==> src/rtl/minefield_controller_if.sv <==
// Command and board-state bundle between the player input logic and minefield_controller.
interface minefield_controller_if;
    logic        mine_load;
    logic [63:0] mine_in;
    logic        btn_up;
    logic        btn_down;
    logic        btn_left;
    logic        btn_right;
    logic        btn_flag;
    logic        btn_step;
    logic [63:0] mineMap;
    logic [63:0] flagMap;
    logic [63:0] stepMap;
    logic [5:0]  cursor;
    logic [3:0]  adj_count;
    logic        adj_valid;
    logic        busy;
    logic        game_over;
    logic        game_won;

    modport master (
        output mine_load, mine_in, btn_up, btn_down, btn_left, btn_right, btn_flag, btn_step,
        input  mineMap, flagMap, stepMap, cursor, adj_count, adj_valid, busy, game_over, game_won
    );

    modport slave (
        input  mine_load, mine_in, btn_up, btn_down, btn_left, btn_right, btn_flag, btn_step,
        output mineMap, flagMap, stepMap, cursor, adj_count, adj_valid, busy, game_over, game_won
    );
endinterface

==> src/rtl/minefield_controller.sv <==
// 8x8 minesweeper game-state owner: cursor, mine/flag/step maps, serial neighbour scan.
// Define MINEFIELD_WRAP_EN for cursor wrap-around; default build saturates at the board edge.
module minefield_controller #(
    parameter logic [5:0] CURSOR_RESET = 6'd0
) (
    input  logic                  clk,
    input  logic                  resetn,
    minefield_controller_if.slave bus
);

`ifdef MINEFIELD_WRAP_EN
    localparam bit WRAP = 1'b1;
`else
    localparam bit WRAP = 1'b0;
`endif

    typedef enum logic [1:0] {IDLE, SCAN, END} state_t;

    state_t      state, state_n;
    logic [63:0] mine_map, mine_n;
    logic [63:0] flag_map, flag_n;
    logic [63:0] step_map, step_n;
    logic [5:0]  cursor, cursor_n;
    logic [5:0]  origin, origin_n;
    logic [2:0]  idx, idx_n;
    logic [3:0]  acc, acc_n;
    logic [3:0]  acc_sum;
    logic [3:0]  adj_count, adj_count_n;
    logic        adj_valid, adj_valid_n;
    logic        over, over_n;
    logic        won, won_n;

    logic [2:0]  row, col;
    logic [3:0]  dr, dc, nr, nc;
    logic        nb_mine;

    assign row = cursor[5:3];
    assign col = cursor[2:0];

    // Offsets are 4-bit two's complement; bit 3 of the sum flags both -1 and 8 as off-board.
    always_comb begin
        dr = '0;
        dc = '0;
        case (idx)
            3'd0: dr = 4'hF;
            3'd1: begin dr = 4'hF; dc = 4'h1; end
            3'd2: dc = 4'h1;
            3'd3: begin dr = 4'h1; dc = 4'h1; end
            3'd4: dr = 4'h1;
            3'd5: begin dr = 4'h1; dc = 4'hF; end
            3'd6: dc = 4'hF;
            default: begin dr = 4'hF; dc = 4'hF; end
        endcase
        nr      = {1'b0, origin[5:3]} + dr;
        nc      = {1'b0, origin[2:0]} + dc;
        nb_mine = ~nr[3] & ~nc[3] & mine_map[{nr[2:0], nc[2:0]}];
    end

    assign acc_sum = acc + {3'b000, nb_mine};

    always_comb begin
        state_n     = state;
        mine_n      = mine_map;
        flag_n      = flag_map;
        step_n      = step_map;
        cursor_n    = cursor;
        origin_n    = origin;
        idx_n       = idx;
        acc_n       = acc;
        adj_count_n = adj_count;
        adj_valid_n = 1'b0;
        over_n      = over;
        won_n       = won;

        if (bus.mine_load) begin
            mine_n   = bus.mine_in;
            flag_n   = '0;
            step_n   = '0;
            cursor_n = CURSOR_RESET;
            over_n   = 1'b0;
            won_n    = 1'b0;
            state_n  = IDLE;
        end else begin
            case (state)
                IDLE: begin
                    // Only the highest-priority button is considered; if it is ignored, nothing happens.
                    if (bus.btn_step) begin
                        if (!flag_map[cursor] && !step_map[cursor]) begin
                            step_n[cursor] = 1'b1;
                            if (mine_map[cursor]) begin
                                over_n  = 1'b1;
                                state_n = END;
                            end else begin
                                origin_n = cursor;
                                idx_n    = '0;
                                acc_n    = '0;
                                state_n  = SCAN;
                            end
                        end
                    end else if (bus.btn_flag) begin
                        if (!step_map[cursor])
                            flag_n[cursor] = ~flag_map[cursor];
                    end else if (bus.btn_up) begin
                        if (row != 3'd0 || WRAP) cursor_n = {row - 3'd1, col};
                    end else if (bus.btn_down) begin
                        if (row != 3'd7 || WRAP) cursor_n = {row + 3'd1, col};
                    end else if (bus.btn_left) begin
                        if (col != 3'd0 || WRAP) cursor_n = {row, col - 3'd1};
                    end else if (bus.btn_right) begin
                        if (col != 3'd7 || WRAP) cursor_n = {row, col + 3'd1};
                    end
                end
                SCAN: begin
                    if (idx == 3'd7) begin
                        adj_count_n = acc_sum;
                        adj_valid_n = 1'b1;
                        if (&(step_map | mine_map)) begin
                            won_n   = 1'b1;
                            state_n = END;
                        end else begin
                            state_n = IDLE;
                        end
                    end else begin
                        acc_n = acc_sum;
                        idx_n = idx + 3'd1;
                    end
                end
                END: ;
                default: state_n = IDLE;
            endcase
        end
    end

    always_ff @(posedge clk or negedge resetn) begin
        if (!resetn) begin
            state     <= IDLE;
            mine_map  <= '0;
            flag_map  <= '0;
            step_map  <= '0;
            cursor    <= CURSOR_RESET;
            origin    <= '0;
            idx       <= '0;
            acc       <= '0;
            adj_count <= '0;
            adj_valid <= 1'b0;
            over      <= 1'b0;
            won       <= 1'b0;
        end else begin
            state     <= state_n;
            mine_map  <= mine_n;
            flag_map  <= flag_n;
            step_map  <= step_n;
            cursor    <= cursor_n;
            origin    <= origin_n;
            idx       <= idx_n;
            acc       <= acc_n;
            adj_count <= adj_count_n;
            adj_valid <= adj_valid_n;
            over      <= over_n;
            won       <= won_n;
        end
    end

    assign bus.mineMap   = mine_map;
    assign bus.flagMap   = flag_map;
    assign bus.stepMap   = step_map;
    assign bus.cursor    = cursor;
    assign bus.adj_count = adj_count;
    assign bus.adj_valid = adj_valid;
    assign bus.busy      = (state == SCAN);
    assign bus.game_over = over;
    assign bus.game_won  = won;

endmodule

==> src/flat_wrapper.sv <==
// flat-port wrapper written by rule: the top's interface ports become plain ports
module minefield_controller_flat 
#(
    parameter logic [5:0] CURSOR_RESET = 6'd0
)
  (clk, resetn, bus_mine_load, bus_mine_in, bus_btn_up, bus_btn_down, bus_btn_left, bus_btn_right, bus_btn_flag, bus_btn_step, bus_mineMap, bus_flagMap, bus_stepMap, bus_cursor, bus_adj_count, bus_adj_valid, bus_busy, bus_game_over, bus_game_won);
  minefield_controller_if bus_i ();
  input  logic clk;
  input  logic resetn;
  input wire logic [$bits(bus_i.mine_load)-1:0] bus_mine_load;
  input wire logic [$bits(bus_i.mine_in)-1:0] bus_mine_in;
  input wire logic [$bits(bus_i.btn_up)-1:0] bus_btn_up;
  input wire logic [$bits(bus_i.btn_down)-1:0] bus_btn_down;
  input wire logic [$bits(bus_i.btn_left)-1:0] bus_btn_left;
  input wire logic [$bits(bus_i.btn_right)-1:0] bus_btn_right;
  input wire logic [$bits(bus_i.btn_flag)-1:0] bus_btn_flag;
  input wire logic [$bits(bus_i.btn_step)-1:0] bus_btn_step;
  output wire logic [$bits(bus_i.mineMap)-1:0] bus_mineMap;
  output wire logic [$bits(bus_i.flagMap)-1:0] bus_flagMap;
  output wire logic [$bits(bus_i.stepMap)-1:0] bus_stepMap;
  output wire logic [$bits(bus_i.cursor)-1:0] bus_cursor;
  output wire logic [$bits(bus_i.adj_count)-1:0] bus_adj_count;
  output wire logic [$bits(bus_i.adj_valid)-1:0] bus_adj_valid;
  output wire logic [$bits(bus_i.busy)-1:0] bus_busy;
  output wire logic [$bits(bus_i.game_over)-1:0] bus_game_over;
  output wire logic [$bits(bus_i.game_won)-1:0] bus_game_won;
  assign bus_i.mine_load = bus_mine_load;
  assign bus_i.mine_in = bus_mine_in;
  assign bus_i.btn_up = bus_btn_up;
  assign bus_i.btn_down = bus_btn_down;
  assign bus_i.btn_left = bus_btn_left;
  assign bus_i.btn_right = bus_btn_right;
  assign bus_i.btn_flag = bus_btn_flag;
  assign bus_i.btn_step = bus_btn_step;
  assign bus_mineMap = bus_i.mineMap;
  assign bus_flagMap = bus_i.flagMap;
  assign bus_stepMap = bus_i.stepMap;
  assign bus_cursor = bus_i.cursor;
  assign bus_adj_count = bus_i.adj_count;
  assign bus_adj_valid = bus_i.adj_valid;
  assign bus_busy = bus_i.busy;
  assign bus_game_over = bus_i.game_over;
  assign bus_game_won = bus_i.game_won;
  minefield_controller #(.CURSOR_RESET(CURSOR_RESET)) u_core (.clk(clk), .resetn(resetn), .bus(bus_i));
endmodule
==> config.mk <==
export PLATFORM = sky130hd
export DESIGN_NAME = minefield_controller_flat
export DESIGN_NICKNAME = d
export VERILOG_FILES = /design/src/rtl/minefield_controller_if.sv /design/src/rtl/minefield_controller.sv /design/src/flat_wrapper.sv
export SDC_FILE = /design/constraint.sdc
export NUM_CORES = 1
export LEC_CHECK = 0
export CAP_MARGIN = 20
export CELL_PAD_IN_SITES_DETAIL_PLACEMENT = 1
export CELL_PAD_IN_SITES_GLOBAL_PLACEMENT = 1
export CORE_MARGIN = 2
export CORE_UTILIZATION = 36
export CTS_CLUSTER_SIZE = 16
export DETAILED_ROUTE_END_ITERATION = 8
export PLACE_DENSITY_LB_ADDON = 0.1
export SLEW_MARGIN = 5
export SYNTH_ARGS = -nofsm -noshare
export SYNTH_HDL_FRONTEND = slang
export SYNTH_SLANG_ARGS = --single-unit
==> constraint.sdc <==
create_clock -name clk -period 4.2 [get_ports clk]
set_input_delay 0.84 -clock clk [delete_from_list [all_inputs] [get_ports clk]]
set_output_delay 0.84 -clock clk [all_outputs]
set_load 0.03 [all_outputs]
* Word level (Yosys, flattened, before mapping)
Index checks and enable logic that the tools add are counted.
** Word-level totals
- Output and inout port bits :: 206
- Register bits after elaboration :: 220
- Bits of input ports :: 73
- Logic and storage cells :: 158
** Operators by class
- Reductions and logical operators :: 36
- Equal/unequal tests :: 26
- Add/subtract/negate cells :: 8
- Multiplexer cells :: 63
- Order comparisons :: 3
- Bitwise logic cells :: 9
** Operators with widths (count)
- $mux W64 :: 9
- $or A64 B64 Y64 :: 2
- $bwmux W64 :: 1
- $reduce_and A64 Y1 :: 1
- $mux W6 :: 10
- $bmux W1 S6 :: 4
- $pmux W4 S2 :: 3
- $mux W3 :: 6
- $ne A2 B2 Y1 const B :: 9
- $reduce_bool A2 Y1 :: 9
- $reduce_bool A3 Y1 :: 6
- $mux W1 :: 17
- $mux W4 :: 4
- $lt A6 B7 Y1 const B :: 2
- $eq A3 B3 Y1 const B :: 4
- $mux W2 :: 6
- $ne A3 B2 Y1 const B :: 4
- $reduce_and A4 Y1 :: 3
- $reduce_and A6 Y1 :: 2
- $add A3 B1 Y3 const B :: 3
- $ne A3 B3 Y1 const B :: 3
- $reduce_and A3 Y1 :: 3
- $add A3 B4 Y4 :: 2
- $reduce_and A8 Y1 :: 1
- other kinds (20) :: 31

* Logic depth before layout (Yosys ltp)
Gate-level depths: netlist of the first run.
- Word-level depth :: 10
- Depth in mapped cells :: 19
- Gate-level depth less buffers :: 18

* Worst setup path after synthesis of the first run
OpenSTA, ideal clock, no wires.
- Kind :: flip-flop to flip-flop
- From :: register u_core.idx[0]
- To :: register u_core.acc[1]
- Library setup time :: 120 ps
- Path slack :: 97 ps
- Cell stages (with the launch flop) :: 18
- Required time :: 4080 ps
- Path buffers :: 0
- Data arrival time :: 3982 ps
- Cell sequence :: dfrtp_1 -> ha_1 -> ha_1 -> nor2_1 -> nand2_1 -> inv_1 -> ha_1 -> nor4bb_1 -> a22oi_1 -> nand2_1 -> a2111oi_0 -> nor4_1 -> nor4_1 -> a2111oi_0 -> ha_1 -> ha_1 -> and3_1 -> a31o_2
** On the way
- Cells in the longest elaborated chain, start to end :: 10
- Elaborated cells on any way between the ends :: 27
- Classes of those cells :: add/sub (3); eq/ne (8); mux (6); bitwise (4); reduce/logical (6)
** Ends and longest elaborated chain
- start, declared :: line minefield_controller.sv:25 : logic [2:0] idx, idx_n;
- start signal, assigned :: line minefield_controller.sv:155 : idx <= idx_n;
- $eq A3 B1 Y1, or another cell as far along :: line minefield_controller.sv:44 : case (idx)
- $reduce_or A3 Y1 (no line) or $reduce_or A2 Y1 (tied branches)
- $pmux W4 S2 :: line minefield_controller.sv:44
- $add A3 B4 Y4, on equally long branches :: line minefield_controller.sv:55, minefield_controller.sv:54
- $bmux W1 S6 or $not A1 Y1 (tied branches) :: line minefield_controller.sv:56 : nb_mine = ~nr[3] & ~nc[3] & mine_map[{nr[2:0], nc[2:0]}];
- $mux W1 (implied by the code) or $and A1 B1 Y1 (tied branches) :: line minefield_controller.sv:56
- $and A1 B1 Y1 * :: line minefield_controller.sv:56
- $add A4 B1 Y4 * :: line minefield_controller.sv:59 : assign acc_sum = acc + {3'b000, nb_mine};
- named net u_core.acc_sum[1] :: line minefield_controller.sv:27 : logic [3:0] acc_sum;
- $mux W4 * :: line minefield_controller.sv:114 : if (idx == 3'd7) begin
- $pmux W4 S2 * :: line minefield_controller.sv:84 : case (state)
- end signal, assigned :: line minefield_controller.sv:156 : acc <= acc_n;
- end, declared :: line minefield_controller.sv:26 : logic [3:0] acc, acc_n;
The timed path passes the listed nets; every way through them passes the cells marked *. The select of a mux whose other input is x is not followed.
A chain may end at the register's enable or synchronous reset.

* Final worst setup path of the first run
- From :: register u_core.idx[1]
- To :: register u_core.acc[3]
** On the way
- Cells in the longest elaborated chain, start to end :: 10
- Elaborated cells on any way between the ends :: 27
- Classes of those cells :: add/sub (3); eq/ne (8); mux (6); bitwise (4); reduce/logical (6)
** Ends and longest elaborated chain (line)
- $eq A3 B1 Y1, or another cell as far along :: minefield_controller.sv:44
- $reduce_or A3 Y1 (no line) or $reduce_or A2 Y1 (tied branches)
- $pmux W4 S2 :: minefield_controller.sv:44
- $add A3 B4 Y4, on equally long branches :: minefield_controller.sv:55, minefield_controller.sv:54
- $bmux W1 S6 or $not A1 Y1 (tied branches) :: minefield_controller.sv:56
- $mux W1 (implied by the code) or $and A1 B1 Y1 (tied branches) :: minefield_controller.sv:56
- $and A1 B1 Y1 :: minefield_controller.sv:56
- $add A4 B1 Y4 :: minefield_controller.sv:59
- $mux W4 :: minefield_controller.sv:114
- $pmux W4 S2 :: minefield_controller.sv:84
Parallel ways exist; a longest one is shown, timed or not. The select of a mux whose other input is x is not followed.

==> impl_metrics.yaml, run 1 <==
status:
  status: "finished clean"
global_route:
  grt_start_max_net_pins: 88
  grt_first_pass_wirelength_um: 78700
  first_global_vias: 11900
  grt_overflow: 0
  grt.total_usage_pct: 29.3
  antenna_found_initial: 0
synthesis:
  avgSynthCellArea_sq_um: 10.8
  synth.yosys.warnings: 0
  synth.yosys.seq_area_share_pct: 44.7
  syn_nets: 1230
  post_synth_xor_area_fraction_pct: 0.427
  ys_async_sr_fraction_pct: 100
  post_synthesis_cell_area_sq_um: 12300
  syn_inst: 1135
  leading_post_synthesis_cells_by_cell_area: "dfrtp_1 45%, mux2i_1 8.8%, mux2_2 7.1%"
  synth_top_area_share_pct: 44.7
  synth_cell_types: 67
  synth-adder-area-share_pct: 2.36
  synth_top_family_by_area: "multiplexers"
  postSynth.topFlopCell: "dfrtp_1"
  synth_edf_count: 0
  synth-seq-cells: 220
  synth.mux.area_fraction_pct: 20.0
  post_synth_and_or_nand_nor_area_fraction_pct: 13.8
  yosysTopAreaCell: "dfrtp_1"
  synth_compound_area_share_pct: 14.3
floorplan:
  core_sq_um: 33600
  floorplan.die.width_um: 189
  die_height_um: 189
  fp-row-count: 67
  design.portCount: 279
  dieArea_sq_um: 35700
  initial_core_util_pct: 36.6
run:
  cap_violations: 0
place:
  gp_congestion: 0.923
  hpwl_um: 38200
  placed_instances: 1823
  place_worst_setup_slack_ns: -0.412
  buffer_ports.inserted: 278
clocking:
  clock_insertion_delay_worst_skew_ns: 0.55
  tritoncts.num_buffers: 26
  clock_sink_count: 220
  worst_path_clk_slew_ns: 0.06
  ctsHtreeMaxLevel: 1
  root_driver: "clkbuf_16"
  max-clock-path-buffers: 3
  cts_tree: "done"
routing:
  detailedRoute.firstIterationViolations: 1041
  detail_route.vias_per_cell: 6.04
  drt_wl_total_um: 53100
  routedWlPerCell_um: 28.3
  vias: 11300
  final_ant_viol_nets: 0
  drc: 0
  detailedRoute.firstPassIterationCount: 5
pwr:
  fin_total_pwr_uw: 8060
  power_per_cell_area_nw_per_um2: 477
  p_leak_uw: 0.00697
  peakVddDrop_mv: 0.275
timing:
  fmaxAchievable_mhz: 246
  final.setup.worst_slack_ns: 0.129
  timing.final.crit_period_ns: 4.07
  worstMarginPinSlew_ns: 0.966
  rsz_0062_raised_after_global_routing: "false"
  hold-worst-slack_ns: 0.281
  slew_headroom_pct: 35.6
  setup_viol: 0
  report.final.slew_viol_count: 0
  final_number_of_hold_violating_endpoints: 0
  period_share_pct: 96.9
  fin_worst_skew_ns: 0.0334
cells_and_area:
  drive_above_1_share_pct: 18.9
  post-route-util_pct: 50.3
  multiInputGateArea_sq_um: 6530
  antennaDiodeCount: 0
  fin_cells: 1875
  area_occupied_by_registers_sq_um: 5510
  layout-area-overhead-vs-synth_pct: 37.5
  finish.net_count: 1506
  fillers: 3594
setup_path:
  timing.rr.start: "u_core.idx[1]$_DFFE_PN0P_"
  critPathMostFrequentCell: "buf_4"
  crit_required_ns: 4.61
  data_arrival_time_of_the_critical_path_ns: 4.48
  crit_slowest_cell: "dfrtp_2"
  worst-path-buf-inv: 6
  r2r_setup_slack_ns: 0.13
  count_of_cells_along_the_worst_register_to_register_path: 21
  max_stage_delay_ns: 0.45
  critical_path.top_delay_family: "compound AO/OA/AOI/OAI gates"
  criticalPathCategory: "reg2reg"
  worstReg2RegEnd: "u_core.acc[3]$_DFFE_PN0P_"
  chain_of_cells_forming_the_critical_path: "buf_6, ha_4, o21bai_4, nand2_2, inv_2, ha_4, buf_4, buf_4, a311oi_1, buf_4, o21ai_0, a2111oi_1, o32a_1, nor4_2, a2111oi_2, buf_4, ha_4, nand3_2, nand3_2, o31ai_1, a31o_2"
  critical_path.endpoint_type: "flop"
  path_max_fanout: 4
  critical_path.endpoint: "u_core.acc[3]$_DFFE_PN0P_"
  critical_path.startpoint_type: "flop"
  worstSetupPathDepth: 21
  setup.worst_path.start: "u_core.idx[1]$_DFFE_PN0P_"
min_path:
  hold_class: "in2async"
## metrics by stage
step / TNS [ns] / area (sq um)
6_report: 0 / 16900
5_1_grt: 0 / 16900
4_1_cts: 0 / 16800
3_5_place_dp: -2.47 / 15700
3_3_place_gp: -1.74 / 15700
2_1_floorplan: 0 / 12300
## layout make-up
| class | instances | area share [%] |
|---|---|---|
| clock inverters | 10 | 0.769 |
| inverters | 18 | 0.414 |
| multi-input cells | 798 | 38.6 |
| well taps | 448 | 3.31 |
| flip-flops and latches | 220 | 32.6 |
| clock buffers | 34 | 4.39 |
| repair buffers | 347 | 19.9 |
## cell usage in the layout, fill, tap and decap left out, drive strengths merged, types with 4 or more instances in the layout
cell / n
buf: 71
a221o: 8
o22ai: 48
o41ai: 4
a2111oi: 5
mux2i: 108
nor4b: 8
nand4bb: 8
dfrtp: 220
xnor2: 5
nor3b: 4
a31oi: 12
nor2b: 9
nand2: 106
a22oi: 14
o2bb2ai: 65
nor4: 7
mux4: 21
ha: 20
or3: 5
nand4: 42
nand3: 40
mux2: 80
inv: 17
a22o: 4
nor3: 9
clkbuf: 34
a21oi: 18
clkdlybuf4s50: 276
clkinv: 6
a31o: 6
and3: 13
o22a: 5
a32oi: 6
o21ai: 18
nor2: 45
nand2b: 17
## logic make-up after synthesis
logic type      Yosys count
fa+ha+maj                22
simple gates            325
xor+xnor                  6
buf+inv                 118
mux                     209
compound gates          235
flops                   220
## cell usage after synthesis, types with 6 or more instances
cell,instances
a21oi_1,18
a221o_1,8
a22oi_1,14
a31o_2,6
a31oi_1,12
a32oi_1,6
and3_1,13
buf_1,12
buf_2,11
buf_4,10
buf_6,6
clkbuf_1,61
dfrtp_1,220
ha_1,20
inv_1,17
mux2_2,78
mux2i_1,108
mux4_2,21
nand2_1,106
nand2b_1,17
nand3_1,40
nand4_1,42
nand4bb_1,8
nor2_1,45
nor2b_1,9
nor3_1,9
nor4_1,7
nor4b_1,7
o21ai_0,18
o22ai_1,48
o2bb2ai_1,65
## flip-flops by register name, indices dropped and copies added, names as in the netlist
register	flops
u_core.bus.flagMap	64
u_core.bus.mineMap	64
u_core.bus.stepMap	64
u_core.bus.cursor	6
u_core.origin	6
u_core.acc	4
u_core.bus.adj_count	4
u_core.idx	3
u_core.state	2
u_core.bus.adj_valid	1
u_core.bus.game_over	1
u_core.bus.game_won	1
## how the worst min path moves through the flow
stage / start / end
2_1_floorplan: u_core.state[1]$_DFFE_PN0P_ / u_core.bus.game_over$_DFFE_PN0P_
3_3_place_gp: u_core.acc[0]$_DFFE_PN0P_ / u_core.acc[0]$_DFFE_PN0P_
5_1_grt: resetn / u_core.bus.stepMap[54]$_DFFE_PN0P_
6_report: resetn / u_core.bus.flagMap[25]$_DFFE_PN0P_
4_1_cts: resetn / u_core.bus.flagMap[25]$_DFFE_PN0P_
3_5_place_dp: u_core.acc[0]$_DFFE_PN0P_ / u_core.acc[0]$_DFFE_PN0P_
## power by group
part           internal [uW]  total, uW  switching [uW]
clock                   1420       2350             934
sequential              2250       2560             305
combinational           1450       3160            1710
total                   5110       8060            2950
## layer usage
| layer | up-vias | GRT usage (%) | routed length [um] |
|---|---|---|---|
| li1 | 4848 | - | - |
| met1 | 5862 | 39.4 | 22500 |
| met2 | 531 | 48.0 | 25200 |
| met3 | 89 | 5.86 | 3850 |
| met4 | 0 | 8.47 | 1500 |
| met5 | - | 0 | 0 |
## what timing repair did
item                       in CTS  in global routing
hold buffers                    0                  0
setup buffers                   3                  4
hold endpoints to repair        0                  0
gates resized for setup        32                 27
gates cloned                    1                  0
pin swaps                      14                 15
setup endpoints to repair       8                  7
Note: power is estimated with default switching activity, not from simulation.
==> inputs of run 2 (changes only) <==
- clock period: 4.2 -> 3.5 ns (I/O delays scaled with it)
==> run 2 against run 1 <==
Compared with the run above: the run now ends with negative setup slack left; register-to-register slack got worse by 0.54 ns; count of clock-buffer cells in the layout fell by 1; largest cell class unchanged; routed wire length rose by 4.1%; largest power group unchanged; via count rose by 2.2%; global-route usage rose by 1.5 points; cell count rose by 3.0%.
==> impl_metrics.yaml, run 2 (synthesis results as in run 1) <==
setup_path:
  critPathMostFrequentCell: "ha_4"
  max_stage_delay_ns: 0.54
  data_arrival_time_of_the_critical_path_ns: 4.34
  timing.rr.start: "u_core.idx[0]$_DFFE_PN0P_"
  worst-path-buf-inv: 3
  crit_required_ns: 3.92
  count_of_cells_along_the_worst_register_to_register_path: 19
  worstSetupPathDepth: 19
  setup.worst_path.start: "u_core.idx[0]$_DFFE_PN0P_"
  critical_path.endpoint_type: "flop"
  criticalPathCategory: "reg2reg"
  chain_of_cells_forming_the_critical_path: "ha_4, ha_4, nor2_4, nand2_4, xnor2_2, ha_4, a311o_1, buf_6, nand2_8, buf_6, mux4_2, a21oi_4, a2111oi_4, ha_4, ha_4, buf_6, nand2b_4, o22ai_2, a31o_2"
  path_max_fanout: 4
  critical_path.top_delay_family: "compound AO/OA/AOI/OAI gates"
  crit_slowest_cell: "mux4_2"
  critical_path.startpoint_type: "flop"
timing:
  hold-worst-slack_ns: 0.126
  setup_viol: 8
  period_share_pct: 112
  slew_headroom_pct: 37.5
  worstMarginPinSlew_ns: 0.938
  timing.final.crit_period_ns: 3.91
  fin_worst_skew_ns: 0.0244
  final.setup.worst_slack_ns: -0.414
  final_number_of_hold_violating_endpoints: 0
  report.final.slew_viol_count: 0
  fmaxAchievable_mhz: 255
  rsz_0062_raised_after_global_routing: "true"
global_route:
  antenna_found_initial: 0
  grt.total_usage_pct: 30.8
  first_global_vias: 12000
  grt_first_pass_wirelength_um: 82300
  grt_start_max_net_pins: 83
  grt_overflow: 0
place:
  hpwl_um: 39800
  place_worst_setup_slack_ns: -0.915
  dpl_cell_area_sq_um: 16300
  buffer_ports.inserted: 278
  gp_congestion: 0.953
cells_and_area:
  multiInputGateArea_sq_um: 6770
  mostFrequentLayoutCell: "clkdlybuf4s50_1"
  fillers: 3563
  layout-area-overhead-vs-synth_pct: 43.3
  antennaDiodeCount: 0
  drive_above_1_share_pct: 23.3
  finish.net_count: 1561
  most-common-layout-cells: "276 x clkdlybuf4s50_1, 215 x dfrtp_1, 108 x buf_4"
  finalInstanceArea_sq_um: 17600
  area_occupied_by_registers_sq_um: 5510
floorplan:
  dieArea_sq_um: 35700
  die_height_um: 189
  design.portCount: 279
  floorplan.die.width_um: 189
  core_sq_um: 33600
  initial_core_util_pct: 36.6
  fp-row-count: 67
routing:
  drt_wl_total_um: 55300
  detailedRoute.firstPassIterationCount: 6
  final_ant_viol_nets: 0
  detailedRoute.firstIterationViolations: 945
  detail_route.vias_per_cell: 5.99
  routedWlPerCell_um: 28.6
  drc: 0
  vias: 11600
clocking:
  worst_path_clk_slew_ns: 0.06
  clock_sink_count: 220
  max-clock-path-buffers: 3
  cts_tree: "done"
  clock_insertion_delay_worst_skew_ns: 0.55
  tritoncts.num_buffers: 25
  root_driver: "clkbuf_16"
  ctsHtreeMaxLevel: 1
min_path:
  hold_class: "in2async"
status:
  status: "finished, violations left"
  violations_in_the_final_reports: "negative setup slack"
pwr:
  p_leak_uw: 0.00730
  peakVddDrop_mv: 0.457
  power_per_cell_area_nw_per_um2: 587
run:
  cap_violations: 0
[run 2: report_power, final]
| group | switching [uW] | leakage (uW) | total, uW | internal (uW) |
|---|---|---|---|---|
| Combinational | 2450 | 0.00397 | 4590 | 2140 |
| Sequential | 295 | 0.00291 | 3000 | 2700 |
| Clock | 1130 | 0.000422 | 2760 | 1640 |
[run 2: repair_timing]
item,CTS,global route
buffers inserted,9,3
setup endpoints to repair,8,8
pin swaps,23,10
hold buffers,0,0
resized for setup,56,20
[run 2: final cells by class]
| cell class | count | area share [%] |
|---|---|---|
| Inverter | 18 | 0.426 |
| Multi-Input combinational cell | 797 | 38.4 |
| Timing Repair Buffer | 404 | 21.9 |
| Tap cell | 448 | 3.18 |
| Clock inverter | 12 | 0.823 |
| Sequential cell | 220 | 31.3 |
| Clock buffer | 33 | 4.00 |
[run 2: stage by stage]
stage                     utilization (%)  power [uW]  TNS [ns]  cells
after floorplan                         -        5160    -0.228   1135
after global placement               48.4        6730     -5.95   1876
after detailed placement             48.4        6800     -6.39   1876
after CTS                            52.1       10200     -2.64   1929
after global routing                 52.5       10800     -3.36   1932
final                                52.5       10400     -2.36   1932
[run 2: path summary, 6_finish.rpt]
check,endpoint,slack (ns)
worst max-delay path,u_core.acc[2]$_DFFE_PN0P_,-0.41
worst min-delay path,u_core.bus.adj_count[1]$_DFFE_PN0P_,0.13
worst max register to register,u_core.acc[2]$_DFFE_PN0P_,-0.41
worst min register to register,u_core.bus.game_won$_DFFE_PN0P_,0.52
max in group asynchronous,u_core.bus.flagMap[63]$_DFFE_PN0P_,2.33
min in group clk,u_core.bus.game_won$_DFFE_PN0P_,0.52
[run 2: worst register-to-register path, stage by stage (launching register included)]
cell       delay, ns
dfrtp_2         0.47
ha_4            0.20
ha_4            0.17
nor2_4          0.13
nand2_4         0.08
xnor2_2         0.15
ha_4            0.19
a311o_1         0.37
buf_6           0.18
nand2_8         0.06
buf_6           0.09
mux4_2          0.54
a21oi_4         0.20
a2111oi_4       0.12
ha_4            0.21
ha_4            0.16
buf_6           0.11
nand2b_4        0.06
o22ai_2         0.07
a31o_2          0.23
[run 2: per-layer routing]
metal	wire (um)	global-route usage (%)	vias up
met3	3510	4.23	103
met5	0	0	-
li1	-	-	4988
met2	25400	49.4	516
met4	1690	8.77	0
met1	24700	43.5	5975
